==> config.mk <==
export PLATFORM = sky130hd
export DESIGN_NAME = sram_load_ctrl
export DESIGN_NICKNAME = d
export VERILOG_FILES = /design/src/rtl/sram_load_ctrl.sv
export SDC_FILE = /design/constraint.sdc
export NUM_CORES = 1
export LEC_CHECK = 0
export ABC_AREA = 1
export CAP_MARGIN = 20
export CORE_MARGIN = 2
export CORE_UTILIZATION = 42
export CTS_CLUSTER_DIAMETER = 120
export DETAILED_ROUTE_END_ITERATION = 6
export PLACE_DENSITY_LB_ADDON = 0.2
export SYNTH_ARGS = -nofsm -noshare
export SYNTH_HDL_FRONTEND = slang
export SYNTH_SLANG_ARGS = --single-unit
==> constraint.sdc <==
create_clock -name clk -period 1.5 [get_ports clk]
set_input_delay 0.15 -clock clk [delete_from_list [all_inputs] [get_ports clk]]
set_output_delay 0.15 -clock clk [all_outputs]
set_load 0.01 [all_outputs]
==> src/rtl/sram_load_ctrl.sv <==
// Streams the CNN image and weight words from external SRAM into the on-chip buffer.
// Each word takes one REQ phase (held until rvalid) plus one WRITE cycle, so 2 cycles/word at zero SRAM latency.
// One outstanding read; optional REQ wait timeout enabled by defining SRAM_LOAD_TIMEOUT_EN.
module sram_load_ctrl #(
  parameter int unsigned           ADDR_W      = 16,
  parameter logic [ADDR_W-1:0]     IMG_BASE    = 16'h0000,
  parameter logic [ADDR_W-1:0]     WGT_BASE    = 16'h0100,
  parameter int unsigned           IMG_WORDS   = 32,
  parameter int unsigned           WGT_WORDS   = 512,
  parameter int unsigned           TIMEOUT_CYC = 255
) (
  input  logic              clk,
  input  logic              n_rst,
  input  logic              start,
  input  logic              wgt_only,
  output logic              sram_rd,
  output logic [ADDR_W-1:0] sram_addr,
  input  logic [31:0]       sram_rdata,
  input  logic              sram_rvalid,
  output logic              buf_we,
  output logic              buf_is_wgt,
  output logic [8:0]        buf_idx,
  output logic [31:0]       buf_wdata,
  output logic              busy,
  output logic              done,
  output logic              err
);

  localparam logic [1:0] S_IDLE  = 2'd0;
  localparam logic [1:0] S_REQ   = 2'd1;
  localparam logic [1:0] S_WRITE = 2'd2;
  localparam logic [1:0] S_DONE  = 2'd3;

  localparam logic [8:0] IMG_LAST = 9'(IMG_WORDS - 1);
  localparam logic [8:0] WGT_LAST = 9'(WGT_WORDS - 1);

  logic [1:0]  state;
  logic        phase;     // 0 = image, 1 = weight
  logic [8:0]  cnt;       // word index within the current phase
  logic [31:0] data_q;    // word captured on rvalid
  logic        last_word;
  logic        timeout;

  // Phase-end compare happens before any increment, so the 9-bit counter never wraps.
  assign last_word = phase ? (cnt == WGT_LAST) : (cnt == IMG_LAST);

`ifdef SRAM_LOAD_TIMEOUT_EN
  logic [7:0] wait_cnt;

  assign timeout = (wait_cnt == 8'(TIMEOUT_CYC - 1));

  // Wait counter: zero whenever outside REQ, so every REQ entry starts from 0.
  always_ff @(posedge clk or negedge n_rst) begin
    if (!n_rst) begin
      wait_cnt <= '0;
    end else if (state == S_REQ && !sram_rvalid) begin
      wait_cnt <= wait_cnt + 8'd1;
    end else begin
      wait_cnt <= '0;
    end
  end

  // Sticky error: set on a REQ timeout, cleared only by the next accepted start.
  always_ff @(posedge clk or negedge n_rst) begin
    if (!n_rst) begin
      err <= 1'b0;
    end else if (state == S_IDLE && start) begin
      err <= 1'b0;
    end else if (state == S_REQ && !sram_rvalid && timeout) begin
      err <= 1'b1;
    end
  end
`else
  assign timeout = 1'b0;
  assign err     = 1'b0;
`endif

  // Main sequencer: request, capture, write, advance; image phase then weight phase.
  always_ff @(posedge clk or negedge n_rst) begin
    if (!n_rst) begin
      state  <= S_IDLE;
      phase  <= 1'b0;
      cnt    <= '0;
      data_q <= '0;
    end else begin
      case (state)
        S_IDLE: begin
          if (start) begin
            phase <= wgt_only;
            cnt   <= '0;
            state <= S_REQ;
          end
        end
        S_REQ: begin
          // rvalid takes priority over a simultaneous timeout.
          if (sram_rvalid) begin
            data_q <= sram_rdata;
            state  <= S_WRITE;
          end else if (timeout) begin
            state <= S_IDLE;
          end
        end
        S_WRITE: begin
          if (last_word) begin
            if (!phase) begin
              phase <= 1'b1;
              cnt   <= '0;
              state <= S_REQ;
            end else begin
              state <= S_DONE;
            end
          end else begin
            cnt   <= cnt + 9'd1;
            state <= S_REQ;
          end
        end
        default: begin
          state <= S_IDLE;
        end
      endcase
    end
  end

  // All outputs are decoded from registered state only; idle values are zero.
  assign sram_rd    = (state == S_REQ);
  assign sram_addr  = (state == S_REQ) ? ((phase ? WGT_BASE : IMG_BASE) + ADDR_W'(cnt)) : '0;
  assign buf_we     = (state == S_WRITE);
  assign buf_is_wgt = (state == S_WRITE) && phase;
  assign buf_idx    = (state == S_WRITE) ? cnt : '0;
  assign buf_wdata  = (state == S_WRITE) ? data_q : '0;
  assign busy       = (state != S_IDLE);
  assign done       = (state == S_DONE);

endmodule

# [Yosys cells after proc, flatten, opt, wreduce, memory -nomap -nowiden]
# Cells that the tools add are included.
[classes] mux=17 eq_ne=9 reduce_logical=8 shift=0 magnitude_cmp=0 n_bitwise=0 n_mul=0 addsub=2 div=0
[ops] operator="9-bit 2-to-1 mux" n=5
[ops] operator="32-bit 2-to-1 mux" n=1
[ops] operator="9-bit one-hot mux with 2 select lines" n=1
[ops] operator="9-bit by 9-bit adder with 10-bit output" n=1
[ops] operator="10-bit 2-to-1 mux" n=1
[ops] operator="9-bit by 1-bit adder with 9-bit output, second input constant" n=1
[ops] operator="9-bit by 5-bit equality test with 1-bit output, second input constant" n=1
[ops] operator="9-bit equality test, second input constant" n=1
[ops] operator="2-bit 2-to-1 mux" n=4
[ops] operator="2-bit one-hot mux with 3 select lines" n=1
[ops] operator="3-bit AND reduction" n=2
[ops] operator="2-bit equality test, second input constant" n=2
[ops] operator="2-bit by 1-bit != test with 1-bit output, second input constant" n=2
[ops] operator="2-bit AND reduction" n=2
[ops] operator="2-bit nonzero test" n=2
[ops] operator="1-bit 2-to-1 mux" n=3
[ops] operator="3-bit != test, second input constant" n=1
[ops] operator="2-bit by 1-bit equality test with 1-bit output, second input constant" n=1
[ops] operator="2-bit logical NOT" n=1
[ops] operator="2-bit != test, second input constant" n=1
[ops] operator="1-bit one-hot mux with 2 select lines" n=1
[ops] operator="1-bit logical AND" n=1
[word_totals] latch_bits=0 mem_bits_ro=0 regBits=44 memories=0 mem_bits_rw=0

# [Longest topological paths before layout]
# Gate-level depths: netlist of run 1.
[depth] ltp_word=4 depth_mapped=9 depth_no_buf=8

# [Worst setup path after synthesis of run 1]
# Ideal clock, no wire load.
[synth_path] path_type="register to register" startpoint="reg phase" endpoint="reg phase" stages_incl_launch_ff=8 period_less_slack_ns=1.277 arrival_time_ns=1.161 required_time_ns=1.383 path_slack_ns=0.223 setup_time_ns=0.117 cell_sequence="dfrtp_1 > ha_1 > nor2_2 > nand2_2 > nand2_2 > nand2_1 > nand2_1 > nand2_1"
[synth_between] elab_chain_len=3
[synth_lines] item="start, declared" line="38" source="logic phase;"
[synth_lines] item="start signal, assigned" line="89" source="phase <= wgt_only;"
[synth_lines] item="1-bit 2-to-1 mux" line="45" source="assign last_word = phase ? (cnt == WGT_LAST) : (cnt == IMG_LAST);"
[synth_lines] item="2-bit by 1-bit != test with 1-bit output (no line)"
[synth_lines] item="3-bit AND reduction (no line)"
# No other way between the ends.
# A chain may end at the register's enable or synchronous reset.

# [Final worst setup path of run 1]
[layout_path] startpoint="reg state[1]" endpoint="out sram_addr[8]"
[layout_between] elab_chain_len=2
[layout_lines] item="start, declared" line="37" source="logic [1:0] state;"
[layout_lines] item="start signal, assigned" line="81" source="state <= S_IDLE;"
[layout_lines] item="start signal, assigned" line="91" source="state <= S_REQ;"
[layout_lines] item="start signal, assigned" line="98" source="state <= S_WRITE;"
[layout_lines] item="2-bit by 1-bit equality test with 1-bit output" line="126" source="assign sram_addr = (state == S_REQ) ? ((phase ? WGT_BASE : IMG_BASE) + ADDR_W'(cnt)) : '0;"
[layout_lines] item="10-bit 2-to-1 mux" line="126"
[layout_lines] item="end, declared" line="17" source="output logic [ADDR_W-1:0] sram_addr,"
# No other way between the ends.

==> impl_metrics.env, run 1 <==
export IMPL_status="complete, but fails checks"
export IMPL_violations="negative setup slack"
export IMPL_die_x_um=78.4
export IMPL_clkSlewWorstSetupHoldPaths_ns=0.08
export IMPL_place_congestion=0.858
export IMPL_grt_pass1_wl_mm=10.1
export IMPL_die_area_sq_um=6140
export IMPL_power_frac_clock=0.169
export IMPL_start_kind="flip-flop"
export IMPL_synth_seq_area_share=0.474
export IMPL_numPortBuffers=92
export IMPL_ys_ff_latch=44
export IMPL_diodes=0
export IMPL_intPower_mw=3.89
export IMPL_initialDrtViolationCount=122
export IMPL_start_util=0.427
export IMPL_vias=2416
export IMPL_p_leak_nw=2.00
export IMPL_first_pass_iters=4
export IMPL_most_common_layout_cells="nor2_1, inv_1, dfrtp_1"
export IMPL_synth_area_sq_um=2320
export IMPL_dieHeight_um=78.4
export IMPL_p_comb_frac=0.537
export IMPL_p_sw_frac=0.376
export IMPL_groute_layer_met1_usage=0.269
export IMPL_final_common_cell="nor2_1"
export IMPL_ant_nets=0
export IMPL_antenna_found_initial=0
export IMPL_setup_viol=64
export IMPL_dp_hpwl_mm=3.97
export IMPL_power_switching_mw=2.35
export IMPL_row_count=27
export IMPL_area_growth_pct=58.4
export IMPL_cts_root_buffer="clkbuf_8"
export IMPL_holdCritPathClass="in2async"
export IMPL_drt_wl_total_mm=6.55
export IMPL_routed_via_density=4.77
export IMPL_final_util=0.677
export IMPL_cp_required_ns=1.35
export IMPL_syn_inst=313
export IMPL_fin_tns_setup_ns=-4.45
export IMPL_fmax_mhz=594
export IMPL_core_area_sq_um=5440
export IMPL_h_tree_depth=2
export IMPL_drive_above_1_share=0.293
export IMPL_ys_types=20
export IMPL_grt_use_met3=0.0322
export IMPL_cts_tree="built"
export IMPL_grt_busiest_layer="met2"
export IMPL_fin_nets=473
export IMPL_routedWlPerCell_um=12.9
export IMPL_finClkSkew_ns=0.00909
export IMPL_grt_overflow_total=0
export IMPL_worst_slack_ns=-0.183
export IMPL_drcViolationCount=0
export IMPL_io_pin_count=100
export IMPL_grt_max_degree=47
export IMPL_power_frac_seq=0.294
export IMPL_clk_latency_ns=0.30
export IMPL_grtUsageMet2=0.355
export IMPL_cts_buffers=5
export IMPL_cp_arrival_ns=1.53
export IMPL_synth_warnings=0
export IMPL_pre_cts_ws_ns=-0.101
export IMPL_gr_usage_all_layers=0.211
export IMPL_clock_sinks=44
export IMPL_placed_area_sq_um=3380
export IMPL_period_share=1.12
export IMPL_rsz0062_at_grt="yes"
export IMPL_grt_pass1_vias=2260
export IMPL_cts_buffer_depth=2
export IMPL_finalCriticalPeriod_ns=1.68
export IMPL_finalHoldViolations=0
export IMPL_peakVddDrop_mv=0.918
export IMPL_path_max_fanout=3
export IMPL_path_class="reg2out"
export IMPL_drv_cap=0
export IMPL_avgSynthCellArea_sq_um=7.42
export IMPL_finalMaxSlewViolations=0
export IMPL_critPathCaptureType="primary output"
export IMPL_final_cell_area_sq_um=3680
export IMPL_powerDensity_nw_per_um2=1700
[kinds of logic after synthesis]
group | after synthesis | share of synthesized area
buffers and inverters | 75 | 0.143
AO/OA/AOI/OAI | 37 | 0.0797
AND/OR/NAND/NOR | 153 | 0.287
flip-flops | 44 | 0.474
XOR/XNOR | 1 | 0.00377
adder cells (fa/ha/maj) | 2 | 0.0108
other | 1 | 0.00161
[layout make-up]
class                      instances  area [sq um]
clock buffer                       5          68.8
clock inverter                     2          60.1
fill                             475          1760
inverter                          54           206
multi-input combinational        201          1020
sequential                        44          1100
tap                               72          90.1
timing repair buffer             127          1130
timing repair inverter             1          7.51
[critical path: stages (launching register included)]
cell,delay [ns]
dfrtp_2,0.45
nor2_4,0.20
clkinvlp_4,0.13
buf_6,0.13
buf_6,0.10
nor2_1,0.09
buf_2,0.13
[through the flow]
step / std cells / total power [mW] / hold WS (ns)
final: 506 / 6.25 / 0.350
after global routing: 506 / 6.69 / 0.369
after CTS: 499 / 5.94 / 0.358
after detailed placement: 478 / 4.64 / 0.146
after global placement: 478 / 4.58 / 0.146
after floorplan: 319 / 3.31 / -0.146
[cell usage after synthesis]
master | count | area (sq um)
o21ai_0 | 4 | 20.0
nor2_1 | 87 | 327
a21oi_1 | 33 | 165
nor2_2 | 1 | 6.26
conb_1 | 1 | 3.75
nand3_1 | 9 | 45.0
nand3_2 | 1 | 10.0
nand4_1 | 9 | 56.3
nand2_4 | 3 | 33.8
buf_4 | 12 | 90.1
nor2_4 | 2 | 22.5
inv_1 | 54 | 203
dfrtp_1 | 44 | 1100
nand2_2 | 2 | 12.5
nand2_1 | 36 | 135
xor2_1 | 1 | 8.76
buf_2 | 5 | 25.0
ha_1 | 2 | 25.0
or2_2 | 3 | 18.8
clkbuf_1 | 4 | 15.0
[power by group through the flow]
stage / Clock, mW / Combinational (mW) / Sequential (mW)
3_3_place_gp: 0 / 2.75 / 1.83
5_1_grt: 1.12 / 3.69 / 1.88
6_report: 1.06 / 3.35 / 1.83
4_1_cts: 1.07 / 3.04 / 1.83
2_1_floorplan: 0 / 1.50 / 1.81
3_5_place_dp: 0 / 2.80 / 1.85
[final timing paths]
path                               start           end  slack (ns)  depth (start not counted)
hold reg to reg                data_q[4]     data_q[4]        0.51                          2
setup / recovery                state[1]  sram_addr[8]       -0.18                          6
min in group clk           sram_rdata[2]     data_q[2]        0.42                          3
max in group asynchronous          n_rst      state[1]        0.94                          3
hold / removal                     n_rst     data_q[8]        0.35                          3
setup reg to reg                state[1]    data_q[30]       -0.08                          9
[state kept, by name (all words and copies together), names as in the netlist]
register	cells
cnt	9
data_q	32
phase	1
state	2
[routing by layer]
| layer | vias up | wire length, um |
|---|---|---|
| met1 | 1131 | 2630 |
| li1 | 1179 | - |
| met3 | 13 | 378 |
| met4 | 0 | 115 |
| met2 | 93 | 3430 |
| met5 | - | 0 |
[timing repair]
item | CTS | global route
pin swaps | 4 | 10
hold buffers | 1 | 0
hold endpoints to repair | 44 | 0
setup endpoints to repair | 56 | 65
gates resized for setup | 167 | 72
buffers inserted | 9 | 8
cloned | 4 | 1
(Power assumes the default switching activity.)
==> run 2, diff against run 1 <==
Settings changed: CAP_MARGIN 20 to unset.
==> results of run 2 <==
Same layout as run 1: the final DEF is identical, and so are final timing and power.
==> run 3, diff against run 2 <==
Settings changed: ABC_AREA 1 to 0, GPL_TIMING_DRIVEN set to 0, SLEW_MARGIN set to 20.
==> impl_metrics.env, run 3 <==
export IMPL_status="complete, but fails checks"
export IMPL_violations="negative setup slack"
export IMPL_power_frac_seq=0.321
export IMPL_drive_above_1_share=0.617
export IMPL_finalCriticalPeriod_ns=1.80
export IMPL_yosys_top_cells_count="and2_1, dfrtp_1, mux2_2, o21ai_0"
export IMPL_ys_top_cells_by_area="dfrtp_1, mux2_2, and2_1"
export IMPL_worstPathCellList="buf_6, or4_4, a211o_4, a32o_1"
export IMPL_yosys_most_used_dff="dfrtp_1"
export IMPL_peakVddDrop_mv=0.985
export IMPL_largest_reg_flops=32
export IMPL_synth_xor_area_share=0.00389
export IMPL_place_congestion=0.766
export IMPL_cp_arrival_ns=1.98
export IMPL_path_max_fanout=6
export IMPL_syn_inst=207
export IMPL_p_sw_frac=0.320
export IMPL_finalMaxSlewViolations=0
export IMPL_start_kind="flip-flop"
export IMPL_first_pass_iters=4
export IMPL_antenna_found_initial=0
export IMPL_avgSynthCellArea_sq_um=10.9
export IMPL_final_common_cell="buf_6"
export IMPL_synth_edf_count=0
export IMPL_synthMuxAreaShare=0.160
export IMPL_synth_adder_area_share=0.0111
export IMPL_power_frac_clock=0.113
export IMPL_ant_nets=0
export IMPL_fin_tns_setup_ns=-9.54
export IMPL_r2r_end="cnt[1]"
export IMPL_synth_async_sr_flop_share=1.00
export IMPL_gr_usage_all_layers=0.203
export IMPL_fill_cells=317
export IMPL_clk_latency_ns=0.29
export IMPL_setup_viol=81
export IMPL_reg2reg_from="phase"
export IMPL_die_area_sq_um=5960
export IMPL_period_share=1.20
export IMPL_synth_simple_area_share=0.216
export IMPL_top_regs="data_q x32, cnt x9, state x2"
export IMPL_regMostFlops="data_q"
export IMPL_fmax_mhz=556
export IMPL_path_class="reg2reg"
export IMPL_clock_sinks=44
export IMPL_dp_hpwl_mm=3.79
export IMPL_die_x_um=77.2
export IMPL_diodes=0
export IMPL_cts_buffers=5
export IMPL_holdCritPathClass="in2async"
export IMPL_routed_via_density=4.91
export IMPL_numPortBuffers=92
export IMPL_synth_seq_area_share=0.489
export IMPL_reg2reg_slack_ns=-0.30
export IMPL_synth_area_sq_um=2250
export IMPL_io_pin_count=100
export IMPL_powerDensity_nw_per_um2=1500
export IMPL_pre_cts_ws_ns=-0.802
export IMPL_h_tree_depth=2
export IMPL_dp_cells=376
export IMPL_routedWlPerCell_um=15.7
export IMPL_clkSlewWorstSetupHoldPaths_ns=0.08
export IMPL_grt_overflow_total=0
export IMPL_start_util=0.438
export IMPL_cp_required_ns=1.68
export IMPL_drv_cap=0
export IMPL_grt_max_degree=31
export IMPL_vias=2088
export IMPL_cp_slowest_cell="or4_4"
export IMPL_cp_slowest_stage_delay_ns=0.51
export IMPL_ys_ff_latch=44
export IMPL_drt_wl_total_mm=6.66
export IMPL_ys_types=33
export IMPL_grt_pass1_vias=1975
export IMPL_grt_pass1_wl_mm=9.65
export IMPL_power_switching_mw=2.01
export IMPL_dieHeight_um=77.2
export IMPL_layout_cells_non_filler=425
export IMPL_most_common_layout_cells="buf_6, and2_4, dfrtp_1"
export IMPL_area_growth_pct=85.7
export IMPL_core_area_sq_um=5140
export IMPL_synth_top_area_share=0.489
export IMPL_finClkSkew_ns=0.00262
export IMPL_p_comb_frac=0.566
export IMPL_rsz0062_at_grt="yes"
export IMPL_cts_tree="built"
export IMPL_worstRegToRegCells=4
export IMPL_hold_slack_ns=0.295
export IMPL_cts_buffer_depth=2
export IMPL_intPower_mw=4.26
export IMPL_critPathCaptureType="flip-flop"
export IMPL_synth_warnings=0
export IMPL_initialDrtViolationCount=75
export IMPL_row_count=26
export IMPL_synth_compound_area_share=0.0667
export IMPL_worst_slack_ns=-0.300
export IMPL_synth_most_common_cell="and2_1"
export IMPL_synth_top_family_by_area="simple AND/OR/NAND/NOR gates"
export IMPL_finalHoldViolations=0
export IMPL_cts_root_buffer="clkbuf_8"
export IMPL_p_leak_nw=1.96
export IMPL_fin_nets=394
export IMPL_yosysTopAreaCell="dfrtp_1"
export IMPL_drcViolationCount=0
[run 3: cell types whose count changed after synthesis, sizes merged, moves of 7 or more]
cell / change
a21oi: -30
and2: +51
buf: -7
inv: -50
mux2: +32
nand2: -35
nor2: -83
[run 3: worst max-delay path by stage]
stage | from | endpoint | slack [ns] | cells past startpoint
after floorplan | cnt[5] | cnt[5] | -0.10 | 4
after global placement | n_rst | data_q[21] | -0.97 | 1
after detailed placement | state[0] | buf_wdata[20] | -0.80 | 6
after CTS | phase | cnt[5] | -0.25 | 5
after global routing | phase | cnt[5] | -0.35 | 5
final | phase | cnt[1] | -0.30 | 4
[run 3: worst max-delay path, delay by kind of cell, from the launching register on]
kind | cells | cell delay (ns)
compound gates | 2 | 0.65
flops | 1 | 0.42
buf+inv | 1 | 0.12
simple gates | 1 | 0.51
[run 3: final cells by class]
cell class / instances / area, sq um / area share
clock inverters: 2 / 12.5 / 0.00299
multi-input cells: 148 / 1300 / 0.311
flip-flops and latches: 44 / 1100 / 0.264
well taps: 70 / 87.6 / 0.0210
repair buffers: 135 / 1410 / 0.337
inverters: 4 / 20.0 / 0.00479
plain buffers: 17 / 179 / 0.0428
clock buffers: 5 / 68.8 / 0.0165
[run 3: routing by layer]
layer,routed length [um],GRT usage,vias up
met2,3330,0.344,75
met5,0,0,-
met1,2830,0.255,1020
met3,421,0.0588,7
li1,-,-,986
met4,76,0.0464,0
[run 3: cells by family after synthesis]
family,Yosys count
muxes,32
other,1
and+or+nand+nor,83
DFF,44
adders and majority gates,2
xor gates and xnor gates,1
AOI/OAI and AO/OA,22
buffers and inverters,22
[run 3: power groups by stage]
stage / combinational (mW) / sequential (mW) / clock (mW)
2_1_floorplan: 1.26 / 1.91 / 0
3_3_place_gp: 2.00 / 1.98 / 0
3_5_place_dp: 2.05 / 2.01 / 0
4_1_cts: 2.81 / 1.96 / 0.730
5_1_grt: 3.78 / 2.07 / 0.780
6_report: 3.55 / 2.01 / 0.710
[run 3: timing repair]
| item | 4_1_cts | 5_1_grt |
|---|---|---|
| hold endpoints to repair | 14 | 0 |
| gates cloned | 5 | 4 |
| gates resized for setup | 306 | 91 |
| endpoints found under the setup margin | 96 | 86 |
| hold buffers | 1 | 0 |
| buffers inserted | 24 | 10 |
| pin swaps | 29 | 15 |
[run 3: through the flow]
step,power (mW),area (sq um),utilization
after CTS,5.50,3750,0.729
after global placement,3.98,3290,0.640
final,6.27,4180,0.813
after global routing,6.63,4180,0.813
after floorplan,3.17,2280,-
after detailed placement,4.06,3310,0.643
